--- src/rtl/yf_loader_pkg.sv ---
// Shared definitions for the instruction-memory loader: frame constants
// and the loader state enumeration.
package yf_loader_pkg;

  // Byte that opens every frame
  localparam logic [7:0] SYNC_DEFAULT = 8'hA5;

  // Frame field widths
  localparam int BYTE_W = 8;
  localparam int CNT_W  = 16;

  // Loader states, one per frame field plus the two terminal results
  typedef enum logic [2:0] {
    IDLE   = 3'd0,
    CNT_H  = 3'd1,
    CNT_L  = 3'd2,
    DATA_H = 3'd3,
    DATA_L = 3'd4,
    CHK    = 3'd5,
    DONE   = 3'd6,
    ERR    = 3'd7
  } loader_state_t;

endpackage

--- src/rtl/yf_imem_loader.sv ---
// Instruction-memory loader. Parses a framed byte stream
// (SYNC, N high, N low, N words high byte first, XOR checksum), writes the
// words to IMEM from address 0 upward and holds the CPU in reset until a
// frame with a matching checksum has been received.
module yf_imem_loader
  import yf_loader_pkg::*;
#(
  parameter int         IM_SIZE = 16,
  parameter int         IW      = 16,
  parameter logic [7:0] SYNC    = SYNC_DEFAULT
) (
  input  logic               clk,
  input  logic               rst,
  input  logic [7:0]         rx_data,
  input  logic               rx_valid,
  output logic               rx_ready,
  output logic               imem_we,
  output logic [IM_SIZE-1:0] imem_addr,
  output logic [IW-1:0]      imem_wdata,
  output logic               cpu_rst,
  output logic               load_done,
  output logic               load_err,
  output logic [IM_SIZE-1:0] words_loaded
);

  loader_state_t     state;
  logic [CNT_W-1:0]  frame_len;
  logic [CNT_W-1:0]  word_cnt;
  logic [CNT_W-1:0]  word_cnt_next;
  logic [BYTE_W-1:0] chk_acc;
  logic              rx_fire;

  // The loader never back-pressures; a byte moves whenever it is offered
  assign rx_ready = 1'b1;
  assign rx_fire  = rx_valid & rx_ready;

  // Count of words completed once the current low byte is taken
  always_comb begin
    word_cnt_next = word_cnt + 1'b1;
  end

  // Frame parser, IMEM write pulse, address/word counters and checksum
  always_ff @(posedge clk or negedge rst) begin
    if (!rst) begin
      state        <= IDLE;
      imem_we      <= 1'b0;
      imem_addr    <= '0;
      imem_wdata   <= '0;
      cpu_rst      <= 1'b1;
      load_done    <= 1'b0;
      load_err     <= 1'b0;
      words_loaded <= '0;
      frame_len    <= '0;
      word_cnt     <= '0;
      chk_acc      <= '0;
    end else begin
      imem_we <= 1'b0;
      if (imem_we) begin
        imem_addr <= imem_addr + 1'b1;
      end
      if (rx_fire) begin
        case (state)
          IDLE, DONE, ERR: begin
            if (rx_data == SYNC) begin
              state        <= CNT_H;
              cpu_rst      <= 1'b1;
              load_done    <= 1'b0;
              load_err     <= 1'b0;
              words_loaded <= '0;
              chk_acc      <= '0;
              word_cnt     <= '0;
              imem_addr    <= '0;
            end
          end
          CNT_H: begin
            frame_len[15:8] <= rx_data;
            state           <= CNT_L;
          end
          CNT_L: begin
            frame_len[7:0] <= rx_data;
            if ({frame_len[15:8], rx_data} != '0) begin
              state <= DATA_H;
            end else begin
              state <= CHK;
            end
          end
          DATA_H: begin
            imem_wdata[IW-1 -: 8] <= rx_data;
            chk_acc               <= chk_acc ^ rx_data;
            state                 <= DATA_L;
          end
          DATA_L: begin
            imem_wdata[7:0] <= rx_data;
            chk_acc         <= chk_acc ^ rx_data;
            imem_we         <= 1'b1;
            words_loaded    <= words_loaded + 1'b1;
            word_cnt        <= word_cnt_next;
            if (word_cnt_next == frame_len) begin
              state <= CHK;
            end else begin
              state <= DATA_H;
            end
          end
          CHK: begin
            if (rx_data == chk_acc) begin
              state     <= DONE;
              load_done <= 1'b1;
              cpu_rst   <= 1'b0;
            end else begin
              state    <= ERR;
              load_err <= 1'b1;
              cpu_rst  <= 1'b1;
            end
          end
          default: state <= IDLE;
        endcase
      end
    end
  end

endmodule
--- config.mk ---
export PLATFORM = sky130hd
export DESIGN_NAME = yf_imem_loader
export DESIGN_NICKNAME = d
export VERILOG_FILES = /design/src/rtl/yf_loader_pkg.sv /design/src/rtl/yf_imem_loader.sv
export SDC_FILE = /design/constraint.sdc
export NUM_CORES = 1
export LEC_CHECK = 0
export CAP_MARGIN = 20
export CORE_MARGIN = 3
export CORE_UTILIZATION = 40
export CTS_BUF_LIST = sky130_fd_sc_hd__clkbuf_4 sky130_fd_sc_hd__clkbuf_8 sky130_fd_sc_hd__clkbuf_16
export CTS_CLUSTER_SIZE = 25
export DETAILED_ROUTE_END_ITERATION = 7
export DONT_BUFFER_PORTS = 1
export MAX_ROUTING_LAYER = met4
export SLEW_MARGIN = 0
export SYNTH_ARGS = -nofsm -noshare
export SYNTH_HDL_FRONTEND = slang
export SYNTH_SLANG_ARGS = --single-unit
export TNS_END_PERCENT = 5
--- constraint.sdc ---
create_clock -name clk -period 1.9 [get_ports clk]
set_clock_uncertainty 0.05 [all_clocks]
set_input_delay 0.475 -clock clk [delete_from_list [all_inputs] [get_ports clk]]
set_output_delay 0.475 -clock clk [all_outputs]
set_load 0.01 [all_outputs]
==> results of run 1 <==
## cells in the mapped netlist (all sizes together), types with 12 or more instances
cell	n
a21oi	15
buf	17
dfrtp	94
mux2	22
nand2	53
nand3	27
nand4	12
nor2	60
o21ai	51
xnor2	24
xor2	29
## report_power, final
part / leakage (nW) / internal [mW] / switching [mW]
Sequential: 1.18 / 2.70 / 0.839
Clock: 0.149 / 1.06 / 0.796
Combinational: 1.17 / 1.34 / 1.25
## area by class of cell
| cell class | count | area [um^2] | share of cell area (%) |
|---|---|---|---|
| clock buffer | 10 | 239.0 | 3.992 |
| clock inverter | 6 | 68.82 | 1.149 |
| inverter | 8 | 30.03 | 0.5016 |
| multi-input combinational | 385 | 2547 | 42.55 |
| sequential | 95 | 2381 | 39.77 |
| tap | 168 | 210.2 | 3.511 |
| timing repair buffer | 61 | 510.5 | 8.527 |
## worst register-to-register path: cells and delay by family (launching register included)
kind	cells	cell delay, ns
compound gates	2	0.42
buf+inv	1	0.13
flops	1	0.41
simple gates	4	0.85
## stage by stage
step	power, mW	setup slack (ns)	TNS, ns	instances	hold slack [ns]
after floorplan	5.128	-0.002128	-0.002128	516	0.1294
after global placement	5.926	-0.07403	-0.2532	716	0.1380
after detailed placement	6.018	-0.1399	-0.9025	716	0.1378
after CTS	8.016	-0.02817	-0.02906	733	-0.2458
after global routing	8.542	-0.2080	-0.8014	733	-0.2525
final	7.992	-0.06843	-0.1040	733	-0.2259
## registers in the layout, summed over array words and instances (netlist names)
| signal | flops |
|---|---|
| frame_len | 16 |
| imem_addr | 16 |
| imem_wdata | 16 |
| word_cnt | 16 |
| words_loaded | 16 |
| chk_acc | 8 |
| state | 3 |
| cpu_rst | 1 |
| imem_we | 1 |
| load_done | 1 |
| load_err | 1 |
## what timing repair did
action                     in CTS  in global routing
setup endpoints to repair       3                 26
hold endpoints to repair       95                 95
setup buffers                   1                  0
gates cloned                    0                  0
pin swaps                      14                  3
gates resized for setup        15                 12
## worst max-delay path by stage
stage	start	to	slack, ns
2_1_floorplan	word_cnt[0]	state[1]	-0.002
3_3_place_gp	rx_data[1]	words_loaded[6]	-0.07
3_5_place_dp	rx_data[1]	words_loaded[6]	-0.14
4_1_cts	word_cnt[0]	state[1]	-0.03
5_1_grt	word_cnt[0]	state[1]	-0.21
6_report	word_cnt[0]	state[1]	-0.07
## logic make-up (layout without fill, tap and decap cells)
group / after synthesis / in the layout / synth area share [%]
AND/OR/NAND/NOR: 211 / 211 / 22.15
flip-flops: 95 / 95 / 47.41
AO/OA/AOI/OAI: 92 / 92 / 11.22
XOR/XNOR: 53 / 53 / 9.402
buffers and inverters: 36 / 85 / 3.466
multiplexers: 25 / 25 / 5.536
adder cells (fa/ha/maj): 3 / 3 / 0.7482
other: 1 / 1 / 0.07474
## routing by layer
metal	up-vias	track usage, %	wire (um)
met5	-	-	0
met4	0	5.861	173
met3	13	4.805	602
met2	86	29.86	5884
met1	1918	21.06	4945
li1	1880	-	-
==> results.txt, run 1 <==
The post-detailed-route DRC marker count is 0. The unique cell type count in the Yosys netlist came out at 62. The number of buffers inserted during clock tree synthesis came out at 9. Setup repair after global routing could not meet its margin everywhere. The cell family contributing the most delay on the critical path is simple AND/OR/NAND/NOR gates. The vias after detailed routing is 3897. The final number of setup-violating endpoints is 3. STA classifies the critical path endpoint as a flip-flop. During synthesis, Yosys emitted a total of 0 warnings. The clock-pin slew reported for the worst setup and hold paths after clock tree synthesis is 0.07 ns.

The antenna violation net count after detailed routing is 0. The vertical extent of the die came out at 118.0 um. The via count of the first global-routing pass is 3998.

The worst hold path belongs to the class input port to asynchronous set/reset pin. The number of nets in the final layout is 574. Synthesis produced a netlist with a net count of 530.

Across the VDD grid, the largest voltage drop is 960.5 uV. Counting flops and latches in the post-synthesis netlist gives 95. Walking the worst path, the cells encountered are buf_6 > nand4_1 > nor2_2 > nor4bb_2 > o22a_1 > nand4_1 > a31o_1. In the layout the commonest cells are 92 x sky130_fd_sc_hd__dfrtp_1, 56 x sky130_fd_sc_hd__nor2_1, 54 x sky130_fd_sc_hd__buf_4. The number of primary I/O pins is 64.

The highest net fanout along the worst path came out at 5. In this run the critical register-to-register path is launched from word_cnt[0]. The top cell type's share of synthesized area came out at 46.88%. The cell area that synthesis handed to floorplanning was 0.005017 mm^2.

The signed area change from the synthesized netlist to the final layout is 19.33%. The final max-slew violation count is 0. The sum of overflow across all layers after global routing came out at 0. Measured on the finished design, the core utilization comes to 49.43%.

In the synthesized netlist the dominant register cell turns out to be sky130_fd_sc_hd__dfrtp_1. The number of antenna violations at the first check in global routing came out at 0. Dividing the detail-routed wire length by the instance count gives 15.83 um. The clock tree synthesis step divided the H-tree into 3 levels.

The required time of the critical path is 2.09 ns. The total wire length after detailed routing is 11610 um. The number of maximum-capacitance constraint violations is 0. Of the available clock period, the critical path in the final layout requires 103.6%. The core area came out at 0.01211 mm^2.

Clock latency on the worst-skew pair, taken at its later pin, is 0.35 ns. The die outline area is 0.01392 mm^2. The type of element launching the critical path is a flip-flop. The overall fraction of global-route tracks in use is 17.89%.

The routability congestion estimate from global placement is 0.8811. The leading area contributor after synthesis is sky130_fd_sc_hd__dfrtp_1. The cell count after synthesis came out at 516. The count of buffers inserted at the top-level ports is 0.

Counting the fill cells in the layout gives 1129. The leakage component of the power is 2.496 nW. The worst reg2reg path depth came out at 7. The global-route wire length before repair is 19700 um.

The worst-case setup margin in the final layout came out at -0.06843 ns. The part of the Yosys area used for sequential elements is 47.41%. The mean number of vias per cell is 5.317. The worst setup path is of the flip-flop to flip-flop kind. The power per cell area came out at 1335 mW/mm^2. The library cell used most frequently in the layout, excluding fill and tap cells, is sky130_fd_sc_hd__dfrtp_1. The die is 118.0 um wide. The TritonCTS sink count came out at 95. Once the floorplan was initialized, standard cells occupied 41.43% of the core. The pin count of the biggest net entering global routing came out at 96. The clock tree from TritonCTS is yes. The count of final hold-check violations came out at 94. The number of flops mapped to enable cells by yosys came out at 0.

The longest individual stage delay on the worst path is 0.41 ns. The logic depth of the worst path, buffers included is 7. The clock passes through at most 2 buffers. The placed instance area is 0.005574 mm^2.

The cell that appears most often on the critical path is sky130_fd_sc_hd__nand4_1. The flow ran to the end, but the final reports show violations. The row count is 40. In the post-synthesis netlist, the biggest area contributors are sky130_fd_sc_hd__dfrtp_1 47%, sky130_fd_sc_hd__mux2_2 4.9%, sky130_fd_sc_hd__xor2_1 4.9%, sky130_fd_sc_hd__o21ai_0 4.7%, sky130_fd_sc_hd__nor2_1 4.2%. The shortest period the worst path allows came out at 1.968 ns. The checks that failed: hold timing, setup timing. After the first detailed-routing iteration, the DRC count stood at 204.

The buffers plus inverters on the worst setup path came out at 1. In this run the critical register-to-register path is captured at state[1]. Cells with a size suffix above 1 make up 24.25% of the layout. The final standard cell area without fillers is 0.005987 mm^2. The slowest cell on the critical path is sky130_fd_sc_hd__dfrtp_1. The tightest hold path in the finished design has a slack of -0.2259 ns.

Data arrives at the worst endpoint at 2.16 ns. The post-synthesis average cell area came out at 9.723 um^2. The share of async-settable or async-resettable flops after synthesis came out at 100.0%. The highest achievable clock rate is 0.5080 GHz.

The final HPWL from detailed placement is 8139 um. The slack of the worst reg-to-reg path is -0.07 ns. The tree is rooted in a sky130_fd_sc_hd__clkbuf_16. The number of iterations in the first detailed-routing pass came out at 4. The repair_antennas step left the layout with diodes totalling 0.
Power figures use the tool's default switching activity.
==> run 2, diff against run 1 <==
--- a/config.mk
+++ b/config.mk
@@ -13,6 +13,7 @@
 export DETAILED_ROUTE_END_ITERATION = 7
 export DONT_BUFFER_PORTS = 1
 export MAX_ROUTING_LAYER = met4
+export RECOVER_POWER = 100
 export SLEW_MARGIN = 0
 export SYNTH_ARGS = -nofsm -noshare
 export SYNTH_HDL_FRONTEND = slang
==> results.txt, run 2 (synthesis results as in run 1) <==
The combinational group share of total power is 31.6% (was 32.4%). The class of the tightest hold or removal check is input port to asynchronous set/reset pin (unchanged). The number of nets in the final layout came to 574 (unchanged). The number of H-tree levels came to 3 (unchanged).

The mean number of vias per cell is 5.315 (was 5.317). Unrepaired setup endpoints after global routing: yes (unchanged). The core area came to 0.01211 mm^2 (unchanged).

The leakage component of the power came out at 2.451 nW (was 2.496 nW). The worst hold margin is -0.2223 ns (was -0.2259 ns). The global-route wire length before repair came out at 19700 um (unchanged).

The final routed wire length divided by cell count is 15.94 um (was 15.83 um). The beginning of the critical path is word_cnt[0] (unchanged). The clock-pin slew reported for the worst setup and hold paths after clock tree synthesis is 0.07 ns (about the same). The clock tree from TritonCTS was yes (unchanged). The fraction of power spent switching nets came out at 36.32% (was 36.11%).

The slowest cell on the critical path is sky130_fd_sc_hd__dfrtp_1 (unchanged). Chain of cells forming the critical path: buf_6 > nand4_1 > nor2_2 > nor4bb_2 > o22a_1 > nand4_1 > a31o_1 (unchanged). The power per cell area is 1336 mW/mm^2 (was 1335 mW/mm^2).

The post-detailed-route DRC marker count is 0 (unchanged). The row count came out at 40 (unchanged). The worst-case setup margin in the final layout is -0.06619 ns (was -0.06843 ns). The effective utilization at floorplan is 41.43% (unchanged). The maximum VDD drop came out at 964.2 uV (was 960.5 uV). The TritonCTS sink count is 95 (unchanged). The internal cell power is 5.026 mW (was 5.106 mW). Violated checks: hold timing, setup timing (unchanged). The worst-case clock buffer depth is 2 (unchanged). The buffers plus inverters on the worst setup path came out at 1 (unchanged). The antenna violation net count after detailed routing came out at 0 (unchanged). The final HPWL from detailed placement came out at 8139 um (unchanged). The shortest period the worst path allows came out at 1.966 ns (was 1.968 ns).

The proportion of power drawn by flip-flops and latches is 44.7% (was 44.3%). The count of buffers inserted at the top-level ports is 0 (unchanged). The clock network latency to the later pin of the worst-skew pair came out at 0.35 ns (about the same).

The number of buffers inserted during clock tree synthesis came out at 9 (unchanged). The vertical extent of the die came to 118.0 um (unchanged). The via count of the first global-routing pass is 3998 (unchanged).

The number of primary I/O pins came to 64 (unchanged). Result of the run: complete, but fails checks (unchanged). The final standard cell area without fillers came out at 0.005907 mm^2 (was 0.005987 mm^2). The routability congestion estimate from global placement is 0.8811 (unchanged). The number of iterations in the first detailed-routing pass came out at 4 (unchanged). The type of element launching the critical path is a flip-flop (unchanged). The pin count of the biggest net entering global routing came to 96 (unchanged). The final number of setup-violating endpoints is 3 (unchanged). The total power is 7.893 mW (was 7.992 mW). The critical path start-end classification is flip-flop to flip-flop (unchanged). The number of antenna violations at the first check in global routing came to 0 (unchanged). The number of maximum-capacitance constraint violations came out at 0 (unchanged).

The highest achievable clock rate came out at 0.5086 GHz (was 0.5080 GHz). The number of antenna diodes is 0 (unchanged). The number of DRC markers after the initial detailed-route iteration came out at 214 (was 204). The signal arrival time at the worst endpoint is 2.16 ns (about the same). The final max-slew violation count is 0 (unchanged). Most frequent cells in the layout: 92 x sky130_fd_sc_hd__dfrtp_1, 56 x sky130_fd_sc_hd__nor2_1, 52 x sky130_fd_sc_hd__nand2_1 (was 92 x sky130_fd_sc_hd__dfrtp_1, 56 x sky130_fd_sc_hd__nor2_1, 54 x sky130_fd_sc_hd__buf_4).

The share of power burned in the clock network is 23.6% (was 23.3%). The fraction of layout instances using a drive strength above 1 is 21.77% (was 24.25%). The most common library cell in the layout ignoring fill and taps was sky130_fd_sc_hd__dfrtp_1 (unchanged). The signed area change from the synthesized netlist to the final layout is 17.73% (was 19.33%). The die outline area is 0.01392 mm^2 (unchanged).

The cell seen most often among critical-path stages is sky130_fd_sc_hd__nand4_1 (unchanged). The final sum of negative setup slack is -0.1107 ns (was -0.1040 ns). The count of final hold-check violations came out at 94 (unchanged). The highest net fanout along the worst path is 5 (unchanged). The vias after detailed routing is 3896 (was 3897).

The ratio of final minimum period to clock period came out at 103.5% (was 103.6%). The net switching power was 2.867 mW (was 2.886 mW). The reg-to-reg startpoint was word_cnt[0] (unchanged).

The sum of overflow across all layers after global routing is 0 (unchanged). The total wire length after detailed routing is 11680 um (was 11610 um). The cell at the root of the clock tree is sky130_fd_sc_hd__clkbuf_16 (unchanged). The required time of the critical path came to 2.09 ns (about the same). The placed instance area was 0.005574 mm^2 (unchanged). The critical path's top delay family is simple AND/OR/NAND/NOR gates (unchanged). The longest individual stage delay on the worst path was 0.41 ns (about the same). The overall fraction of global-route tracks in use is 17.89% (unchanged).

The capturing element type of the critical path was a flip-flop (unchanged). The die outline width is 118.0 um (unchanged).
## run 2: changes by cell type in the layout (fill, tap and decap cells not counted), sizes merged
cell    before  now
clkbuf      10   22
buf         61   49
## run 2: routing by layer
layer,wire [um],track usage (%),vias to the layer above
li1,-,-,1886
met1,5082,21.06,1927
met3,504,4.805,15
met5,0,-,-
met2,5911,29.86,68
met4,185,5.861,0
## run 2: layout make-up
type	count	area [um^2]
Multi-Input combinational cell	385	2524
Clock buffer	10	239.0
Sequential cell	95	2381
Tap cell	168	210.2
Timing Repair Buffer	61	454.2
Inverter	8	30.03
Clock inverter	6	68.82
Fill cell	1146	6205
## run 2: path summary, 6_finish.rpt
kind,end,slack (ns),cells after the start
max reg2reg,state[1],-0.07,7
min,word_cnt[6],-0.22,0
max in group asynchronous,cpu_rst,1.75,0
min reg2reg,chk_acc[6],0.47,2
min in group clk,imem_wdata[2],0.19,2
max,state[1],-0.07,7
## run 2: repair_timing
item | 4_1_cts | 5_1_grt
buffers inserted | 1 | 0
pin swaps | 14 | 3
gates resized for setup | 15 | 12
setup endpoints to repair | 3 | 26
endpoints found under the hold margin | 95 | 95
## run 2: power by group through the flow
stage                     registers, mW  clock network, mW  logic [mW]
after detailed placement           3.55                  0        2.47
final                              3.53               1.87        2.50
after global placement             3.53                  0        2.40
after CTS                          3.54               1.92        2.56
after global routing               3.63               2.01        2.79
after floorplan                    3.40                  0        1.73
## run 2: metrics by stage
step	utilization (%)	instances	hold WS (ns)	setup slack, ns
3_5_place_dp	46.02	716	0.1378	-0.1399
3_3_place_gp	46.02	716	0.1380	-0.07403
5_1_grt	48.77	733	-0.2525	-0.2080
4_1_cts	49.10	733	-0.2458	-0.02817
2_1_floorplan	-	516	0.1294	-0.002128
6_report	48.77	733	-0.2223	-0.06619
